$ cat src/rtl/de1_blinker_nios2_proc_dct_packer.sv
// DCT trace packer: packs 2-bit DCT codes into 30-bit, 15-code frames.
// Ports: trace_enable/dct_valid/dct_code in, flush, frame_* out, dct_* live.
module de1_blinker_nios2_proc_dct_packer #(
    parameter bit FLUSH_ON_DISABLE = 1'b1
) (
    input  logic        clk,
    input  logic        reset,
    input  logic        trace_enable,
    input  logic        dct_valid,
    input  logic [1:0]  dct_code,
    input  logic        flush,
    input  logic        frame_ready,
    output logic        frame_valid,
    output logic [29:0] frame_buffer,
    output logic [3:0]  frame_count,
    output logic        frame_overflow,
    output logic [29:0] dct_buffer,
    output logic [3:0]  dct_count
);

    typedef enum logic [1:0] {
        COLLECT,
        FULL,
        PENDING_FLUSH
    } state_t;

    state_t      state;
    state_t      state_nx;
    logic        ovf_sticky;
    logic        ovf_nx;
    logic        te_q;
    logic [29:0] buf_nx;
    logic [3:0]  cnt_nx;

    logic full;
    logic nonempty;
    logic te_fall;
    logic flush_pending;
    logic flush_req;
    logic slot_free;
    logic emit;
    logic accept;
    logic drop;

    assign full          = (dct_count == 4'd15);
    assign nonempty      = (dct_count != 4'd0);
    assign te_fall       = FLUSH_ON_DISABLE & te_q & ~trace_enable;
    assign flush_pending = (state == PENDING_FLUSH);
    assign flush_req     = flush | flush_pending | te_fall;
    assign slot_free     = ~frame_valid | frame_ready;
    assign emit          = slot_free & (full | (flush_req & nonempty));
    assign accept        = trace_enable & dct_valid & (~full | emit);
    assign drop          = trace_enable & dct_valid & full & ~emit;

    // Emit clears first, so a code accepted in the same cycle lands
    // in an empty buffer and opens the next frame.
    always_comb begin
        buf_nx   = dct_buffer;
        cnt_nx   = dct_count;
        ovf_nx   = ovf_sticky;
        state_nx = state;
        if (emit) begin
            buf_nx = '0;
            cnt_nx = '0;
            ovf_nx = 1'b0;
        end
        if (accept) begin
            buf_nx = {dct_code, buf_nx[29:2]};
            cnt_nx = cnt_nx + 4'd1;
        end
        if (drop) begin
            ovf_nx = 1'b1;
        end
        if (emit) begin
            state_nx = COLLECT;
        end else if (flush_pending
                     | (flush_req & nonempty & ~slot_free)) begin
            state_nx = PENDING_FLUSH;
        end else if (cnt_nx == 4'd15) begin
            state_nx = FULL;
        end else begin
            state_nx = COLLECT;
        end
    end

    always_ff @(posedge clk or posedge reset) begin
        if (reset) begin
            state      <= COLLECT;
            dct_buffer <= '0;
            dct_count  <= '0;
            ovf_sticky <= 1'b0;
            te_q       <= 1'b0;
        end else begin
            state      <= state_nx;
            dct_buffer <= buf_nx;
            dct_count  <= cnt_nx;
            ovf_sticky <= ovf_nx;
            te_q       <= trace_enable;
        end
    end

    always_ff @(posedge clk or posedge reset) begin
        if (reset) begin
            frame_valid    <= 1'b0;
            frame_buffer   <= '0;
            frame_count    <= '0;
            frame_overflow <= 1'b0;
        end else if (emit) begin
            frame_valid    <= 1'b1;
            frame_buffer   <= dct_buffer;
            frame_count    <= dct_count;
            frame_overflow <= ovf_sticky;
        end else if (frame_valid & frame_ready) begin
            frame_valid    <= 1'b0;
        end
    end

endmodule

$ cat config.mk
export PLATFORM = sky130hd
export DESIGN_NAME = de1_blinker_nios2_proc_dct_packer
export DESIGN_NICKNAME = d
export VERILOG_FILES = /design/src/rtl/de1_blinker_nios2_proc_dct_packer.sv
export SDC_FILE = /design/constraint.sdc
export NUM_CORES = 1
export LEC_CHECK = 0
export CAP_MARGIN = 10
export CORE_UTILIZATION = 44
export CTS_CLUSTER_SIZE = 12
export DETAILED_ROUTE_END_ITERATION = 12
export PLACE_DENSITY = 0.84
export RECOVER_POWER = 25
export SETUP_SLACK_MARGIN = 0.05
export SYNTH_ARGS = -nofsm -noshare
export SYNTH_HDL_FRONTEND = slang
export SYNTH_SLANG_ARGS = --single-unit
$ cat constraint.sdc
create_clock -name clk -period 3.9 [get_ports clk]
set_input_delay 0.585 -clock clk [delete_from_list [all_inputs] [get_ports clk]]
set_output_delay 0.585 -clock clk [all_outputs]
set_load 0.02 [all_outputs]
Word-level counts from Yosys, hierarchy flattened
Index checks and enable logic that the tools add are counted.
- register bits after elaboration: 74
- latch bits: 0
- memory bits (writable): 0
- ROM bits: 0
- logic and storage cells: 49
- memories kept: 0
- add/subtract/negate cells: 1
- multiply operators: 0
- div/mod/pow operators: 0
- $lt $le $gt $ge: 0
- equality and inequality tests: 3
- shift operators: 0
- multiplexer cells: 11
- bitwise operators: 20
- reduce and logical (&&, ||, !) cells: 4
- operators by type and width (operator ; count):
    $mux W30 ; 2
    $and A1 B1 Y1 ; 9
    $eq A4 B4 Y1 const B ; 2
    $mux W4 ; 2
    $or A1 B1 Y1 ; 6
    $reduce_bool A2 Y1 ; 3
    $mux W1 ; 5
    $not A1 Y1 ; 5
    $add A4 B1 Y4 const B ; 1
    $mux W2 ; 2
    $reduce_bool A4 Y1 ; 1
    $eq A2 B2 Y1 const B ; 1

Depth between registers and ports, before layout
Gate-level depths: netlist of the first run.
- depth after elaboration: 13
- mapped depth: 11
- gate-level depth less buffers: 9

Worst setup path before layout of the first run
OpenSTA, ideal clock, no wires.
- path kind: input-to-reg
- start: input port trace_enable
- end: register state[0]
- arrival time: 2.243 ns
- required time: 3.789 ns
- path slack: 1.546 ns
- stages on the path: 10
- cell sequence: nor2b_2 o41ai_2 a21oi_1 buf_2 nor2b_1 ha_1 nand3_1 o21ai_0 a31oi_1 a2111oi_2
- longest elaborated chain between the ends: 13
- RTL lines (element ; line ; source):
    start, declared ; 8 ; input logic trace_enable,
    $not A1 Y1 ; 47 ; assign te_fall = FLUSH_ON_DISABLE & te_q & ~trace_enable;
    $and A1 B1 Y1 ; 47 ;
    $or A1 B1 Y1 ; 49 ; assign flush_req = flush | flush_pending | te_fall;
    $and A1 B1 Y1 ; 51, 77 ;
    $or A1 B1 Y1 ; 51 ; assign emit = slot_free & (full | (flush_req & nonempty));
    $and A1 B1 Y1 ; 51 ;
    $mux W4 / $or A1 B1 Y1 (equally long branches) ; 62, 52 ;
    $add A4 B1 Y4 / $and A1 B1 Y1 (equally long branches) ; 69, 52 ;
    $mux W4 ; 67 ; if (accept) begin
    $eq A4 B4 Y1 ; 79 ; end else if (cnt_nx == 4'd15) begin
    $mux W1 ; 79 ;
    $mux W2 ; 76 ; end else if (flush_pending
    $mux W2 (*) ; 74 ; if (emit) begin
    named net state_nx[0] ; 28 ; state_t state_nx;
    end signal, assigned ; 94 ; state <= state_nx;
    end, declared ; 27 ; state_t state;
The timed path passes the listed nets; every way through them passes the cells marked *.
A chain may end at the register's enable or synchronous reset.

Worst setup path in the final report of the first run
Same ends and word-level chain as after synthesis.

==> results_dict.tcl, run 1 <==
set metrics [dict create \
    startpoint_type "input pin" \
    timing.rr.start "state[0]$_DFF_PP0_" \
    syn_nets 270 \
    syn_area_sq_um 3010 \
    finalHoldViolations 0 \
    worstSetupStartpoint "trace_enable" \
    arrival_ns 3.11 \
    cp.required_ns 4.11 \
    die_y_um 84.7 \
    period_share_pct 74.4 \
    wire_per_inst_um 15.0 \
    dpl_cell_area_sq_um 3860 \
    die_area_sq_um 7170 \
    drv_cap 1 \
    skew_ns 0.00858 \
    synth_seq_area_share_pct 61.6 \
    power_density_nw_per_um2 500 \
    grt_max_degree 68 \
    place.gp.congestion 0.866 \
    hp-class "flop to flop" \
    cts-htree-levels 3 \
    cts_resized 0 \
    violations "DRC, capacitance limit, slew limit" \
    endpoint "state[0]$_DFF_PP0_" \
    nets 349 \
    firstDrtPassIters 11 \
    overflow 0 \
    core-area_sq_um 6460 \
    via_per_inst 5.27 \
    cellLeakagePower_nw 1.82 \
    layout-drive-gt1-share_pct 17.1 \
    synth-edff-count 0 \
    hold_buffers 0 \
    num_vias 2224 \
    status "finished, violations left" \
    grt_pass1_wl_mm 11.0 \
    cts_tree "done" \
    setup_tns_ns 0 \
    synthArstFlopShare_pct 100 \
    met3_usage_pct 4.52 \
    port_buffers 77 \
    initial_core_util_pct 46.6 \
    worst-path-max-fanout 7 \
    rsz0062_at_grt "false" \
    r2r_cells 5 \
    drtIter0Drc 128 \
    syn_inst 261 \
    cts.sinks 74 \
    num_io_pins 78 \
    final_cell_area_sq_um 4070 \
    drc_errors 3 \
    worstMarginPinSlew_ns 1.54 \
    reg2reg_slack_ns 1.41 \
    syn_avg_cell_area_sq_um 11.5 \
    clock_path_buffers 2 \
    critPathKind "input pin to flop" \
    ant_nets 0 \
    diodes 0 \
    clkLatencyLatePin_ns 0.33 \
    synth_seq_cells 74 \
    root_buffer "clkbuf_8" \
    final.min_clock_period_ns 2.90 \
    report.final.slew_viol_count 43 \
    place.detailed.hpwl_mm 4.19 \
    area_delta_synth_final_pct 35.4 \
    synthFlopType "dfrtp_1" \
    yosys.cell_types.count 33 \
    fmax_mhz 345 \
    relSlewSlack_pct -2.80 \
    met2_usage_pct 29.5 \
    ir_drop_v 0.000229 \
    critPathCaptureType "flop" \
    routed_wl_mm 6.34 \
    setup_viol 0 \
    postCtsSetupBuffers 0 \
    use_met1_pct 26.9 \
    top_usage_layer "met2" \
    die_width_um 84.7 \
    yosys_warnings 0 \
    antenna_found_initial 0 \
    grt_pass1_vias 2251 \
    worst_hold_slack_ns 0.493 \
    numCtsBuffers 9 \
    rr_endpoint "frame_count[1]$_DFFE_PP0P_" \
    track_usage_pct 19.6 \
    rows 29 \
    clkSlewWorstSetupHoldPaths_ns 0.08 \
]
## where the power goes
| group | internal (mW) | switching (mW) | leakage (nW) |
|---|---|---|---|
| sequential | 0.839 | 0.0519 | 1.02 |
| clock | 0.347 | 0.273 | 0.112 |
| combinational | 0.232 | 0.290 | 0.690 |
## how the worst min path moves through the flow
stage                                            from                          end  slack, ns  cells after the start
after global routing      frame_buffer[1]$_DFFE_PP0P_  frame_buffer[1]$_DFFE_PP0P_       0.52                      1
after floorplan                ovf_sticky$_DFFE_PP0P_   frame_overflow$_DFFE_PP0P_       0.47                      1
after detailed placement  frame_buffer[3]$_DFFE_PP0P_  frame_buffer[3]$_DFFE_PP0P_       0.48                      1
final                     frame_buffer[1]$_DFFE_PP0P_  frame_buffer[1]$_DFFE_PP0P_       0.49                      1
after global placement    frame_buffer[2]$_DFFE_PP0P_  frame_buffer[2]$_DFFE_PP0P_       0.47                      1
after CTS                 frame_buffer[3]$_DFFE_PP0P_  frame_buffer[3]$_DFFE_PP0P_       0.50                      1
## cell usage after synthesis, types with 2 or more instances
cell / count / area [sq um]
dfrtp_1: 74 / 1850
nand2_1: 62 / 233
a21oi_1: 34 / 170
mux2_2: 31 / 349
buf_2: 8 / 40.0
clkbuf_1: 6 / 22.5
o21ai_0: 5 / 25.0
nand3_1: 4 / 20.0
mux2_1: 3 / 33.8
nor2b_1: 3 / 18.8
o21a_1: 3 / 22.5
and3_1: 2 / 12.5
inv_1: 2 / 7.51
nand4_1: 2 / 12.5
nor2_1: 2 / 7.51
o31ai_1: 2 / 15.0
or3_1: 2 / 12.5
## registers in the layout, summed over array words and instances, names as in the netlist
register / cells
state: 2
frame_valid: 1
frame_count: 4
frame_buffer: 30
dct_buffer: 30
dct_count: 4
frame_overflow: 1
ovf_sticky: 1
te_q: 1
## cell families after synthesis
| family | share of synthesized area, % |
|---|---|
| and+or+nand+nor | 12.6 |
| xor gates and xnor gates | 0.291 |
| AOI/OAI and AO/OA | 10.1 |
| buffers and inverters | 2.33 |
| adders and majority gates | 0.416 |
| muxes | 12.7 |
| DFF | 61.6 |
## layout by cell type, fill, tap and decap left out, types with 3 or more instances in the layout
cell type        instances
nand3_1                  4
o21ai_0                  5
nand2_1                 62
dfrtp_1                 74
o21a_1                   3
mux2_2                  31
mux2_1                   3
buf_4                    3
a21oi_1                 32
clkdlybuf4s50_1         75
nor2b_1                  3
clkbuf_8                12
## routing by layer
layer	part of all wire (%)	wire, um	vias to the layer above
met2	47	3000	70
met1	47	2960	1086
met3	4.6	292	9
met5	0	0	-
li1	-	-	1059
met4	1.2	79	0
## per-stage QoR
step	util (%)	total power, mW	instances	worst slack, ns
floorplan	-	1.23	261	1.43
global placement	59.8	1.42	406	1.02
detailed placement	59.8	1.43	406	0.842
CTS	63.2	2.06	422	1.12
global route	63.0	2.14	422	0.801
finish	63.0	2.03	422	1.00
## cell type report
cell class                 instances  area (sq um)
timing repair buffer              82           801
fill                             521          2390
inverter                           2          7.51
clock inverter                     4          48.8
clock buffer                      12           165
tap                               77          96.3
sequential                        74          1850
multi-input combinational        171          1100
## worst max-delay path, stage by stage
cell	delay, ns
dlygate4sd3_1	0.69
nor2b_2	0.13
o31ai_1	0.57
a21oi_4	0.12
nor2b_1	0.17
ha_1	0.16
nand3_1	0.07
o21ai_0	0.11
a31oi_1	0.11
a2111oi_2	0.39
No activity file was read; power rests on OpenSTA's default activity.
==> run 2: changes to the inputs <==
--- a/config.mk
+++ b/config.mk
@@ -9,7 +9,7 @@
 export CORE_UTILIZATION = 44
 export CTS_CLUSTER_SIZE = 12
 export DETAILED_ROUTE_END_ITERATION = 12
-export PLACE_DENSITY = 0.84
+export PLACE_DENSITY = 0.87
 export RECOVER_POWER = 25
 export SETUP_SLACK_MARGIN = 0.05
 export SYNTH_ARGS = -nofsm -noshare
==> constraint.sdc (replaced) <==
create_clock -name clk -period 2.44 [get_ports clk]
set_input_delay 0.366 -clock clk [delete_from_list [all_inputs] [get_ports clk]]
set_output_delay 0.366 -clock clk [all_outputs]
set_load 0.02 [all_outputs]
==> run 2 against run 1 <==
  * The flow still finishes with violations (DRC, capacitance limit, slew limit)
  * Utilization increased by 2.0 points
  * Non-clock buffer count is 13 higher
  * Register-to-register slack worse by 1.2 ns
  * Combinational power is 71% higher
  * Global-route usage rose by 0.055 points
  * Sequential power increased by 60%
  * Clock skew up 0.0035 ns
  * Via count is 4.3% higher
  * Clock power rose by 87%
  * Design area is 3.2% higher
  * Critical path type is now flop to flop
  * Critical endpoint unchanged
  * Largest cell class unchanged
  * Largest power group unchanged
  * Highest routed layer unchanged
==> results_dict.tcl, run 2 (synthesis gave the netlist of run 1 again) <==
set metrics [dict create \
    ant_nets 0 \
    power_density_nw_per_um2 829 \
    drv_cap 1 \
    dpl_cell_area_sq_um 3950 \
    numCtsBuffers 9 \
    clkSlewWorstSetupHoldPaths_ns 0.08 \
    die_width_um 84.7 \
    setup_slack_ns 0.233 \
    via_per_inst 5.33 \
    root_buffer "clkbuf_8" \
    clock_path_buffers 2 \
    startpoint_type "flop" \
    drc_errors 5 \
    layout_common_cells "77 x clkdlybuf4s50_1, 72 x dfrtp_1, 62 x nand2_1, 32 x a21oi_1, 31 x mux2_2" \
    arrival_ns 2.44 \
    cts-htree-levels 3 \
    num_vias 2320 \
    finalHoldViolations 0 \
    place.gp.congestion 0.927 \
    status "finished, violations left" \
    relSlewSlack_pct -0.962 \
    report.final.slew_viol_count 30 \
    instances_no_fill 435 \
    rows 29 \
    initial_core_util_pct 46.6 \
    rsz0062_at_grt "false" \
    clkLatencyLatePin_ns 0.35 \
    wire_per_inst_um 14.9 \
    final.min_clock_period_ns 2.21 \
    critPathKind "flop to flop" \
    die_y_um 84.7 \
    nets 362 \
    core-area_sq_um 6460 \
    grt_pass1_wl_mm 11.0 \
    place.detailed.hpwl_mm 4.50 \
    setup_tns_ns 0 \
    routed_wl_mm 6.50 \
    fmax_mhz 453 \
    critPathCaptureType "flop" \
    skew_ns 0.0121 \
    top_regs "dct_buffer x30, frame_buffer x30" \
    cts_tree "done" \
    hp-class "flop to flop" \
    place_ws_ns -0.0502 \
    grt_max_degree 46 \
    diodes 0 \
    hold_buffers 0 \
    cellLeakagePower_nw 1.88 \
    die_area_sq_um 7170 \
    worstMarginPinSlew_ns 1.51 \
    cts.sinks 74 \
    ir_drop_v 0.000343 \
    port_buffers 77 \
    mostFrequentLayoutCell "clkdlybuf4s50_1" \
    period_share_pct 90.5 \
    final_cell_area_sq_um 4200 \
    dp_cells 417 \
    setup_viol 0 \
    overflow 0 \
    num_io_pins 78 \
    firstDrtPassIters 8 \
    drtIter0Drc 160 \
    violations "DRC, capacitance limit, slew limit" \
    cp.required_ns 2.67 \
    grt_pass1_vias 2339 \
    worst-path-max-fanout 7 \
    area_delta_synth_final_pct 39.7 \
    antenna_found_initial 0 \
    track_usage_pct 19.7 \
    layout-drive-gt1-share_pct 20.7 \
]
-- run 2: path summary, 6_finish.rpt --
path                                              from                          end  slack, ns  cells past startpoint
max                             dct_count[2]$_DFF_PP0_           state[0]$_DFF_PP0_       0.23                      9
min                        frame_buffer[1]$_DFFE_PP0P_  frame_buffer[1]$_DFFE_PP0P_       0.49                      1
max reg2reg                     dct_count[2]$_DFF_PP0_           state[0]$_DFF_PP0_       0.23                      9
min reg2reg                frame_buffer[1]$_DFFE_PP0P_  frame_buffer[1]$_DFFE_PP0P_       0.49                      1
max in group asynchronous                        reset       dct_count[0]$_DFF_PP0_       0.59                      3
min in group asynchronous                        reset      dct_buffer[7]$_DFF_PP0_       0.69                      3
-- run 2: metal layers --
metal | routed length [um] | share of wire (%) | global-route usage [%] | vias up
met2 | 3280 | 50 | 32.2 | 73
met1 | 2780 | 43 | 24.8 | 1154
li1 | - | - | - | 1084
met4 | 88 | 1.4 | 8.32 | 0
met5 | 0 | 0 | 0 | -
met3 | 349 | 5.4 | 5.21 | 9
-- run 2: power breakdown --
part / internal, mW / switching, mW / leakage [nW]
clock network: 0.688 / 0.477 / 0.120
logic: 0.419 / 0.472 / 0.750
registers: 1.34 / 0.0847 / 1.01
total: 2.45 / 1.03 / 1.88
-- run 2: per-stage QoR --
stage | hold slack, ns | utilization [%] | power (mW)
CTS | 0.413 | 65.0 | 3.51
floorplan | 0.397 | - | 1.97
global placement | 0.470 | 61.1 | 2.33
finish | 0.489 | 65.1 | 3.48
global route | 0.529 | 65.1 | 3.65
detailed placement | 0.476 | 61.1 | 2.35
-- run 2: final cells by class --
cell class,count,area [sq um]
fillers,510,2260
clock inverters,7,124
flip-flops and latches,74,1850
repair buffers,95,896
inverters,2,7.51
well taps,77,96.3
multi-input cells,171,1100
clock buffers,9,124
-- run 2: what timing repair did --
| action | 4_1_cts | 5_1_grt |
|---|---|---|
| endpoints found under the hold margin | 0 | 0 |
| setup endpoints to repair | 0 | 1 |
| gates resized for setup | 0 | 2 |
| setup buffers | 0 | 2 |
-- run 2: critical path: stages, from the launching register on --
cell and delay, ns:
dfrtp_2 0.45, or3_1 0.40, o31ai_1 0.11, buf_4 0.18, a21oi_4 0.05, nor2b_1 0.11, ha_1 0.16, nand3_1 0.10
a31o_2 0.25, a2111oi_2 0.29
